===== config.mk =====
export PLATFORM = sky130hd
export DESIGN_NAME = lcd_text_writer
export DESIGN_NICKNAME = d
export VERILOG_FILES = /design/src/rtl/lcd_text_writer.sv
export SDC_FILE = /design/constraint.sdc
export NUM_CORES = 1
export LEC_CHECK = 0
export ABC_CLOCK_PERIOD_IN_PS = 7250
export BUFFER_PORTS_ARGS = -buffer_cell sky130_fd_sc_hd__buf_2
export CORE_MARGIN = 2
export CORE_UTILIZATION = 57
export CTS_CLUSTER_DIAMETER = 150
export DETAILED_ROUTE_END_ITERATION = 12
export PLACE_DENSITY = 0.78
export SLEW_MARGIN = 20
export SYNTH_ARGS = -nofsm -noshare
export SYNTH_HDL_FRONTEND = slang
export SYNTH_SLANG_ARGS = --single-unit

===== constraint.sdc =====
create_clock -name clock -period 7.25 [get_ports clock]
set_clock_uncertainty 0.1 [all_clocks]
set_input_delay 0.725 -clock clock [delete_from_list [all_inputs] [get_ports clock]]
set_output_delay 0.725 -clock clock [all_outputs]
set_load 0.05 [all_outputs]

===== src/rtl/lcd_text_writer.sv =====
// rtl/lcd_text_writer.sv - character stream to text-RAM writer with cursor, scrolling and clears
module lcd_text_writer #(
  parameter int COLUMNS = 100,
  parameter int ROWS    = 30
) (
  input  logic        clock,
  input  logic        reset,
  input  logic        char_valid,
  input  logic [7:0]  char_data,
  output logic        char_ready,
  output logic        wr_en,
  output logic [11:0] wr_address,
  output logic [7:0]  wr_data,
  output logic [6:0]  cursor_column,
  output logic [5:0]  cursor_row,
  output logic [5:0]  scroll_row
);

  typedef enum logic [1:0] {
    CLEAR_ALL  = 2'd0,
    IDLE       = 2'd1,
    CLEAR_LINE = 2'd2
  } state_t;

  localparam logic [11:0] CELLS_LAST = 12'(COLUMNS * ROWS - 1);
  localparam logic [11:0] COLS_LAST  = 12'(COLUMNS - 1);
  localparam logic [11:0] COLS12     = 12'(COLUMNS);
  localparam logic [6:0]  COL_MAX    = 7'(COLUMNS - 1);
  localparam logic [5:0]  ROW_MAX    = 6'(ROWS - 1);
  localparam logic [6:0]  ROWS7      = 7'(ROWS);

  localparam logic [7:0] CH_BS    = 8'h08;
  localparam logic [7:0] CH_LF    = 8'h0A;
  localparam logic [7:0] CH_FF    = 8'h0C;
  localparam logic [7:0] CH_CR    = 8'h0D;
  localparam logic [7:0] CH_SPACE = 8'h20;
  localparam logic [7:0] CH_TILDE = 8'h7E;

  state_t      state_q, state_d;
  logic [6:0]  col_q, col_d;
  logic [5:0]  row_q, row_d;
  logic [5:0]  scroll_q, scroll_d;
  logic [11:0] cnt_q, cnt_d;
  logic        wr_en_q, wr_en_d;
  logic [11:0] wr_addr_q, wr_addr_d;
  logic [7:0]  wr_data_q, wr_data_d;

  logic [6:0]  row_sum;
  logic [5:0]  phys_row;
  logic [11:0] row_base;
  logic        do_newline;

  // Map the logical cursor row onto a physical RAM row; the sum is below 2*ROWS so one subtract suffices
  always_comb begin
    row_sum = {1'b0, row_q} + {1'b0, scroll_q};
    if (row_sum >= ROWS7) begin
      row_sum = row_sum - ROWS7;
    end
    phys_row = row_sum[5:0];
    row_base = 12'(phys_row) * COLS12;
  end

  // Next-state logic: clear sweeps, character handling, cursor and scroll updates
  always_comb begin
    state_d    = state_q;
    col_d      = col_q;
    row_d      = row_q;
    scroll_d   = scroll_q;
    cnt_d      = cnt_q;
    wr_en_d    = 1'b0;
    wr_addr_d  = wr_addr_q;
    wr_data_d  = wr_data_q;
    do_newline = 1'b0;

    case (state_q)
      CLEAR_ALL: begin
        wr_en_d   = 1'b1;
        wr_addr_d = cnt_q;
        wr_data_d = CH_SPACE;
        if (cnt_q == CELLS_LAST) begin
          cnt_d   = '0;
          state_d = IDLE;
        end else begin
          cnt_d = cnt_q + 12'd1;
        end
      end

      CLEAR_LINE: begin
        // Cursor sits on the bottom row here, so phys_row is the freshly exposed line
        wr_en_d   = 1'b1;
        wr_addr_d = row_base + cnt_q;
        wr_data_d = CH_SPACE;
        if (cnt_q == COLS_LAST) begin
          cnt_d   = '0;
          state_d = IDLE;
        end else begin
          cnt_d = cnt_q + 12'd1;
        end
      end

      IDLE: begin
        if (char_valid) begin
          if (char_data >= CH_SPACE && char_data <= CH_TILDE) begin
            wr_en_d   = 1'b1;
            wr_addr_d = row_base + {5'd0, col_q};
            wr_data_d = char_data;
            if (col_q == COL_MAX) begin
              do_newline = 1'b1;
            end else begin
              col_d = col_q + 7'd1;
            end
          end else begin
            case (char_data)
              CH_LF: do_newline = 1'b1;
              CH_CR: col_d = '0;
              CH_BS: begin
                if (col_q != 7'd0) begin
                  col_d = col_q - 7'd1;
                end
              end
              CH_FF: begin
                col_d    = '0;
                row_d    = '0;
                scroll_d = '0;
                cnt_d    = '0;
                state_d  = CLEAR_ALL;
              end
              default: ;
            endcase
          end

          if (do_newline) begin
            col_d = '0;
            if (row_q < ROW_MAX) begin
              row_d = row_q + 6'd1;
            end else begin
              scroll_d = (scroll_q == ROW_MAX) ? 6'd0 : scroll_q + 6'd1;
              cnt_d    = '0;
              state_d  = CLEAR_LINE;
            end
          end
        end
      end

      default: begin
        cnt_d   = '0;
        state_d = CLEAR_ALL;
      end
    endcase
  end

  // State and output registers; reset forces a full-screen clear from address 0
  always_ff @(posedge clock or posedge reset) begin
    if (reset) begin
      state_q   <= CLEAR_ALL;
      col_q     <= '0;
      row_q     <= '0;
      scroll_q  <= '0;
      cnt_q     <= '0;
      wr_en_q   <= 1'b0;
      wr_addr_q <= '0;
      wr_data_q <= '0;
    end else begin
      state_q   <= state_d;
      col_q     <= col_d;
      row_q     <= row_d;
      scroll_q  <= scroll_d;
      cnt_q     <= cnt_d;
      wr_en_q   <= wr_en_d;
      wr_addr_q <= wr_addr_d;
      wr_data_q <= wr_data_d;
    end
  end

  assign char_ready    = (state_q == IDLE);
  assign wr_en         = wr_en_q;
  assign wr_address    = wr_addr_q;
  assign wr_data       = wr_data_q;
  assign cursor_column = col_q;
  assign cursor_row    = row_q;
  assign scroll_row    = scroll_q;

endmodule

Yosys cells after proc, flatten, opt, wreduce, memory -nomap -nowiden

Index checks and enable logic that the tools add are counted.

Register bits: 54
Bits of input ports: 11
Logic and storage cells: 96

Add/sub/neg operators: 9
Multiply operators: 1
Magnitude comparators: 4
Eq/ne operators: 16
Mux-type cells: 45
Reductions and logical operators: 13

Operator list:

| operator              | number |
|---|---|
| $mux 12               | 9 |
| $pmux 12 s3           | 2 |
| $mux 6                | 10 |
| $eq 8x4->1 const B    | 4 |
| $mux 7                | 4 |
| $mux 8                | 2 |
| $pmux 8 s2            | 1 |
| $mux 2                | 7 |
| $pmux 7 s2            | 1 |
| $add 12x1->12 const B | 1 |
| $add 12x12->12        | 1 |
| $add 12x7->12         | 1 |
| $add 6x1->6 const B   | 2 |
| $eq 12x12->1 const B  | 1 |
| $eq 12x7->1 const B   | 1 |
| $mul 6x5->10 const B  | 1 |
| $reduce_and 3->1      | 3 |
| $ge 8x6->1 const B    | 1 |
| $le 8x7->1 const B    | 1 |
| $add 6x6->7           | 1 |
| $add 7x1->7 const B   | 1 |
| $eq 7x7->1 const B    | 1 |
| $ge 7x5->1 const B    | 1 |
| $mux 1                | 7 |
| other kinds (21)      | 24 |

Longest topological paths before layout

Gate-level depths: netlist (run 1).

Word-level depth: 8
Depth in mapped cells: 23
Mapped depth without buffers: 23

Worst setup path after synthesis (run 1)

OpenSTA, ideal clock, no wires.

Kind: flip-flop to flip-flop
From: register scroll_q[0], in the netlist scroll_row[0]
To: register wr_addr_q[10], in the netlist wr_address[10]
Data arrival time: 5.280 ns
Required time: 7.026 ns
Slack: 1.747 ns
Cell stages (with the launch flop): 23
Path buffers: 0
Period minus slack after synthesis: 5.503 ns
Path through: dfrtp_1 -> ha_1 -> inv_1 -> fa_1 -> inv_1 -> ha_1 -> a21o_1 -> nand3_1 -> nand2_1 -> xnor2_1 -> ha_1 -> ha_1 -> ha_1 -> ha_1 -> a21o_1 -> a21oi_1 -> xnor2_1 -> ha_1 -> a21o_1 -> a31o_2 -> o41ai_2 -> mux2i_1 -> a211o_1

Word-level cells in the longest chain between the ends: 8
Elaborated cells between the ends (all ways): 10

RTL lines:

| item                                             | RTL line | text |
|---|---|---|
| start, declared                                  | 42       | `logic [5:0] scroll_q, scroll_d;` |
| start signal, assigned                           | 167      | `scroll_q <= scroll_d;` |
| $add 6x6->7 (*)                                  | 55       | `row_sum = {1'b0, row_q} + {1'b0, scroll_q};` |
| $sub 6x5->6 / $ge 7x5->1 (equally long branches) | 57, 56   |  |
| $mux 6 (*)                                       | 56       | `if (row_sum >= ROWS7) begin` |
| $mul 6x5->10 (*)                                 | 60       | `row_base = 12'(phys_row) * COLS12;` |
| $add 12x7->12                                    | 105      | `wr_addr_d = row_base + {5'd0, col_q};` |
| $mux 12                                          | 103      | `if (char_data >= CH_SPACE && char_data <= CH_TILDE) begin` |
| $mux 12                                          | 102      | `if (char_valid) begin` |
| $pmux 12 s3 (*)                                  | 75       | `case (state_q)` |
| end signal, assigned                             | 170      | `wr_addr_q <= wr_addr_d;` |
| end, declared                                    | 45       | `logic [11:0] wr_addr_q, wr_addr_d;` |

Every way passes the cells marked *; elsewhere a longest branch is shown, timed or not. The select of a mux whose other input is x is not followed.
A chain may end at the register's enable or synchronous reset.

Worst setup path after layout (run 1)

Same ends and word-level chain as after synthesis.

==> results.py, run 1 <==
metrics = {
    "cts": {
        "cts-root-buf": "clkbuf_8",
        "cts_setup_buffers": 0,
        "clk_pin_slew_ps": 100,
        "htree_levels": 2,
        "clock_path_buffers": 2,
        "cts_resized": 0,
        "cts_buffers": 5,
        "cts.sinks": 54,
        "cts_hold_buf": 0,
        "insertion_delay_ps": 310,
        "cts_tree": "built",
    },
    "global_routing": {
        "antenna_found_initial": 0,
        "grtUsageTotal": 0.2602,
        "grt_pass1_wl_um": 18020,
        "grt_pass1_vias": 3847,
        "gr-total-overflow": 0,
        "grt_max_degree": 55,
    },
    "pwr": {
        "vdd_drop_max_uv": 89.15,
        "switching_share": 0.2375,
        "p_switching_uw": 120.2,
        "p_leak_uw": 0.002343,
        "power.total_uw": 506.2,
        "p_seq_frac": 0.594,
        "clockPowerShare": 0.365,
        "p_per_area_mw_per_mm2": 105.8,
        "combPwrFrac": 0.040,
        "internal_power_uw": 386.0,
    },
    "sta": {
        "tightest_slew_ps": 1140,
        "finalSetupViolCount": 0,
        "hold_viol_final": 0,
        "fin_crit_sh": 0.7757,
        "rsz0062_at_grt": "false",
        "drv_slew": 0,
        "post-route-min-period_ps": 5624,
        "relSlewSlack": 0.2397,
        "max_freq_mhz": 177.8,
        "fin_tns_setup_ps": 0,
    },
    "logic_synthesis": {
        "ys.flop_type": "dfrtp_1",
        "synthTopCellsByCount": "dfrtp_1, ha_1, nand2_1",
        "avgSynthCellArea_sq_um": 8.640,
        "netlist_area_sq_mm": 0.004372,
        "ys_types": 61,
        "ys_async_sr_fraction": 1.000,
        "synth_top_area_frac": 0.3091,
        "synth.most_common_cell": "dfrtp_1",
        "synth-edff-count": 0,
        "synth_largest_area_cell": "dfrtp_1",
        "ys_seq_area_frac": 0.3091,
        "synthTopCellsByArea": "dfrtp_1, ha_1, o21ai_0",
        "ys_warn_count": 0,
        "synthCells": 506,
        "ys_ff_latch": 54,
        "syn_nets": 568,
    },
    "cells_and_area": {
        "syn2layout_area_growth_pct": 9.473,
        "n_antenna_cell": 0,
        "layout-drive-gt1-share": 0.1515,
        "finalInstanceArea_sq_mm": 0.004786,
        "nets": 609,
        "fin_cells": 647,
    },
    "placement": {
        "port_buffers": 51,
        "hpwlAfterDp_um": 7924,
        "dp.cells": 639,
        "dpl_cell_area_sq_mm": 0.004691,
        "gp_congestion": 0.8894,
    },
    "floorplan": {
        "design.core.area_sq_mm": 0.007331,
        "fp.dieArea_sq_mm": 0.008386,
        "ios": 52,
        "rows": 31,
        "die_h_um": 91.58,
        "start_util": 0.5963,
        "fp.dieW_um": 91.58,
    },
    "flow_run": {
        "drv_cap": 0,
    },
    "worst_setup_path": {
        "start_kind": "register",
        "crit_arrival_ps": 5740,
        "cp.required_ps": 7360,
        "worstSetupPathType": "register to register",
        "path_max_fanout": 7,
        "crit_path_end_kind": "register",
    },
    "drt": {
        "ant_nets": 0,
        "wl_per_cell_um": 16.17,
        "vias_per_cell": 6.119,
        "num_vias": 3959,
        "drc": 0,
        "dr.first_iter.drc_count": 226,
        "wl_um": 10460,
        "drt-pass1-iter-count": 5,
    },
    "outcome": {
        "outcome": "finished, final reports clean",
    },
    "hold_path": {
        "hold_class": "register to register",
    },
}
==> cells in the final DEF (no fill, tap or decap), drive strengths merged, types with 4 or more instances in the layout <==
cell,Yosys,layout
o31ai,10,10
o22ai,4,4
dfrtp,54,54
nand4,5,5
a21oi,28,28
inv,27,28
o21bai,4,4
xor2,4,4
nand2,46,46
nand3,20,20
o41ai,5,5
nor2,44,44
nor2b,15,15
a21o,9,9
a31oi,5,5
xnor2,18,18
a221oi,7,7
nor3,7,7
clkbuf,16,7
a22o,10,10
nand2b,6,6
ha,48,48
buf,2,52
or2,6,6
o31a,5,5
o21ai,45,45
and3,14,14
==> worst max-delay path, cell delays in order, from the launching register on <==
cell     delay (ps)
dfrtp_1         460
ha_1            200
inv_1            50
fa_1            540
inv_1            70
ha_1            250
a21o_1          180
nand3_1         120
nand2_1         110
xnor2_1         440
ha_1            330
ha_1            300
ha_1            290
ha_1            290
a21o_1          160
a21oi_1         230
xnor2_1         170
ha_1            310
a21o_1          230
a31o_2          230
o41ai_2          60
mux2i_1         120
a211o_1         270
==> final cells by class <==
cell class / count / area (sq um)
inverter: 28 / 105.1
clock buffer: 7 / 86.33
timing repair buffer: 52 / 262.8
multi-input combinational: 406 / 2848
sequential: 54 / 1351
fill: 621 / 2545
tap: 99 / 123.9
clock inverter: 1 / 8.758
==> power by group through the flow <==
stage | logic (uW) | clock network (uW) | registers, uW
after floorplan | 11.7 | 0 | 307
after global placement | 20.3 | 0 | 307
after detailed placement | 20.8 | 0 | 307
after CTS | 20.8 | 189 | 301
after global routing | 23.5 | 199 | 301
final | 20.3 | 185 | 301
==> per-layer routing <==
layer / vias up / global-route usage / routed length [um]
met1: 1886 / 0.3381 / 4667
li1: 1928 / - / -
met2: 121 / 0.4369 / 5041
met3: 24 / 0.03817 / 488
met4: 0 / 0.09848 / 261
met5: - / 0 / 0
==> per-stage QoR <==
step | util | setup WS, ps | hold WS (ps)
global placement | 0.6399 | 1896 | 360.3
detailed placement | 0.6399 | 1688 | 365.3
floorplan | - | 1747 | 423.9
global route | 0.6528 | 1211 | 426.9
CTS | 0.6528 | 1659 | 391.1
finish | 0.6528 | 1626 | 387.5
==> state kept, by name, indices dropped and copies added, names as in the netlist <==
name and flops:
scroll_row 6, wr_address 12, wr_data 8, cursor_row 6, state_q 2, cursor_column 7
cnt_q 12, wr_en 1
==> worst paths after layout <==
path	from	end	slack, ps	depth (start not counted)
max	scroll_row[0]	wr_address[10]	1630	22
min	wr_data[7]	wr_data[7]	390	1
max reg2reg	scroll_row[0]	wr_address[10]	1630	22
min reg2reg	wr_data[7]	wr_data[7]	390	1
max in group asynchronous	reset	cnt_q[2]	6070	3
min in group asynchronous	reset	wr_address[11]	470	3
==> cell families after synthesis <==
| kind of cell | share of synthesized area |
|---|---|
| fa+ha+maj | 0.1511 |
| compound gates | 0.2433 |
| xor+xnor | 0.04751 |
| simple gates | 0.1949 |
| buf+inv | 0.03950 |
| flops | 0.3091 |
| mux | 0.01460 |
No activity file was read; power rests on OpenSTA's default activity.
==> run 2, diff against run 1 <==
--- a/config.mk
+++ b/config.mk
@@ -5,10 +5,10 @@
 export SDC_FILE = /design/constraint.sdc
 export NUM_CORES = 1
 export LEC_CHECK = 0
-export ABC_CLOCK_PERIOD_IN_PS = 7250
+export ABC_CLOCK_PERIOD_IN_PS = 4650
 export BUFFER_PORTS_ARGS = -buffer_cell sky130_fd_sc_hd__buf_2
 export CORE_MARGIN = 2
-export CORE_UTILIZATION = 57
+export CORE_UTILIZATION = 54
 export CTS_CLUSTER_DIAMETER = 150
 export DETAILED_ROUTE_END_ITERATION = 12
 export PLACE_DENSITY = 0.78
==> constraint.sdc (replaced) <==
create_clock -name clock -period 4.65 [get_ports clock]
set_clock_uncertainty 0.1 [all_clocks]
set_input_delay 0.465 -clock clock [delete_from_list [all_inputs] [get_ports clock]]
set_output_delay 0.465 -clock clock [all_outputs]
set_load 0.05 [all_outputs]
==> run 2 against run 1 <==
  * The flow now finishes with violations (setup timing)
  * Sequential share of layout area is 3.0 points lower
  * Fmax is 17% higher
  * First-iteration DRC count decreased by 11%
  * Critical path type unchanged
  * Critical endpoint unchanged
  * Highest routed layer unchanged
==> results.py, run 2 (same netlist as run 1, synthesis figures left out) <==
metrics = {
    "cells_and_area": {
        "layout_common_cells": "buf_2, dfrtp_1, nor2_1, nand2_1, buf_4",
        "layout_commonest_cell": "buf_2",
        "n_antenna_cell": 0,
        "syn2layout_area_growth_pct": 23.04,
        "nets": 648,
        "layout-drive-gt1-share": 0.2730,
        "fin_util": 0.6925,
        "fin_cells": 688,
    },
    "drt": {
        "drc": 0,
        "vias_per_cell": 6.126,
        "num_vias": 4215,
        "ant_nets": 0,
        "drt-pass1-iter-count": 5,
        "wl_um": 11580,
        "dr.first_iter.drc_count": 202,
        "wl_per_cell_um": 16.84,
    },
    "floorplan": {
        "rows": 32,
        "fp.dieArea_sq_mm": 0.008831,
        "ios": 52,
        "start_util": 0.5628,
        "fp.dieW_um": 93.98,
        "die_h_um": 93.98,
        "design.core.area_sq_mm": 0.007767,
    },
    "sta": {
        "hold_slack_ps": 232.4,
        "rsz0062_at_grt": "true",
        "fin_tns_setup_ps": -294.6,
        "finalSetupViolCount": 3,
        "post-route-min-period_ps": 4793,
        "hold_viol_final": 0,
        "relSlewSlack": 0.3853,
        "drv_slew": 0,
        "max_freq_mhz": 208.6,
        "fin_crit_sh": 1.031,
        "setup_slack_ps": -143.1,
        "tightest_slew_ps": 915.0,
    },
    "pwr": {
        "p_per_area_mw_per_mm2": 144.0,
        "vdd_drop_max_uv": 107.5,
        "power.total_uw": 774.5,
        "p_leak_uw": 0.002541,
    },
    "placement": {
        "dp.cells": 677,
        "port_buffers": 51,
        "hpwlAfterDp_um": 8701,
        "gp_congestion": 0.9014,
    },
    "hold_path": {
        "hold_class": "input pin to asynchronous set/reset pin",
    },
    "cts": {
        "htree_levels": 2,
        "clk_pin_slew_ps": 100,
        "clock_path_buffers": 2,
        "cts_tree": "built",
        "insertion_delay_ps": 320,
        "cts_buffers": 5,
        "cts.sinks": 54,
        "cts-root-buf": "clkbuf_8",
    },
    "worst_setup_path": {
        "crit_arrival_ps": 4900,
        "crit_path_end_kind": "register",
        "worstSetupPathType": "register to register",
        "cp.required_ps": 4760,
        "start_kind": "register",
        "path_max_fanout": 5,
    },
    "flow_run": {
        "drv_cap": 0,
    },
    "global_routing": {
        "gr-total-overflow": 0,
        "grt_pass1_wl_um": 19260,
        "grt_pass1_vias": 4164,
        "grtUsageTotal": 0.2706,
        "grt_max_degree": 55,
        "antenna_found_initial": 0,
    },
    "outcome": {
        "outcome": "finished, violations left",
        "failed_checks": "setup timing",
    },
}
## run 2: cell types whose count changed in the layout (fill, tap and decap cells not counted), moves of 5 or more
| cell | previous run | this run |
|---|---|---|
| buf_4 | 1 | 40 |
| dfrtp_2 | 0 | 5 |
| ha_1 | 48 | 35 |
| ha_4 | 0 | 12 |
| dfrtp_1 | 54 | 49 |
## run 2: worst paths after layout
check                                   start        endpoint  slack (ps)  cells after the start
worst max-delay path            cursor_row[0]  wr_address[10]        -140                     22
worst min-delay path                    reset   scroll_row[5]         230                      3
worst max register to register  cursor_row[0]  wr_address[10]        -140                     22
worst min register to register  wr_address[0]   wr_address[0]         400                      2
max in group asynchronous               reset   cursor_row[2]        3670                      3
min in group clock               char_data[4]      wr_data[4]         300                      2
## run 2: layout make-up
type	instances	area (sq um)
fillers	626	2389
repair buffers	91	555.5
well taps	102	127.6
inverters	28	105.1
multi-input cells	406	3151
clock inverters	2	13.76
flip-flops and latches	54	1358
clock buffers	5	68.82
## run 2: repair_timing
item                       4_1_cts  5_1_grt
gates resized for setup          5        9
setup buffers                    3        1
hold buffers                     0        0
setup endpoints to repair        4        5
pin swaps                       17       11
## run 2: where the power goes
| part | internal (uW) | total [uW] | switching [uW] |
|---|---|---|---|
| Combinational | 8.97 | 32.2 | 23.2 |
| Sequential | 469 | 469 | 0 |
| Clock | 105 | 273 | 168 |
## run 2: worst max-delay path: stages, from the launching register on
cell and delay [ps]:
dfrtp_2 400, ha_4 150, inv_2 40, fa_2 330, nand2b_4 150, o2bb2ai_4 140, o2111ai_2 240, o41ai_4 170
and3_4 210, or2_4 240, ha_4 270, ha_4 190, ha_4 270, ha_4 190, a21o_1 170, a21oi_2 170
xnor2_1 90, ha_1 310, a21o_1 190, a31o_2 230, o41ai_2 60, mux2i_1 130, a211o_1 230
## run 2: layer usage
metal / global-route usage / routed length, um / vias to the layer above
met5: 0 / 0 / -
met4: 0.07850 / 200 / 0
met3: 0.03371 / 519 / 21
met2: 0.4804 / 5903 / 150
met1: 0.3442 / 4959 / 2042
li1: - / - / 2002
## run 2: through the flow
step,setup WS (ps),area (sq um)
CTS,-166.6,5328
finish,-143.1,5379
detailed placement,-287.6,5192
global placement,-75.18,5192
global route,-301.4,5379
floorplan,-300.2,4607
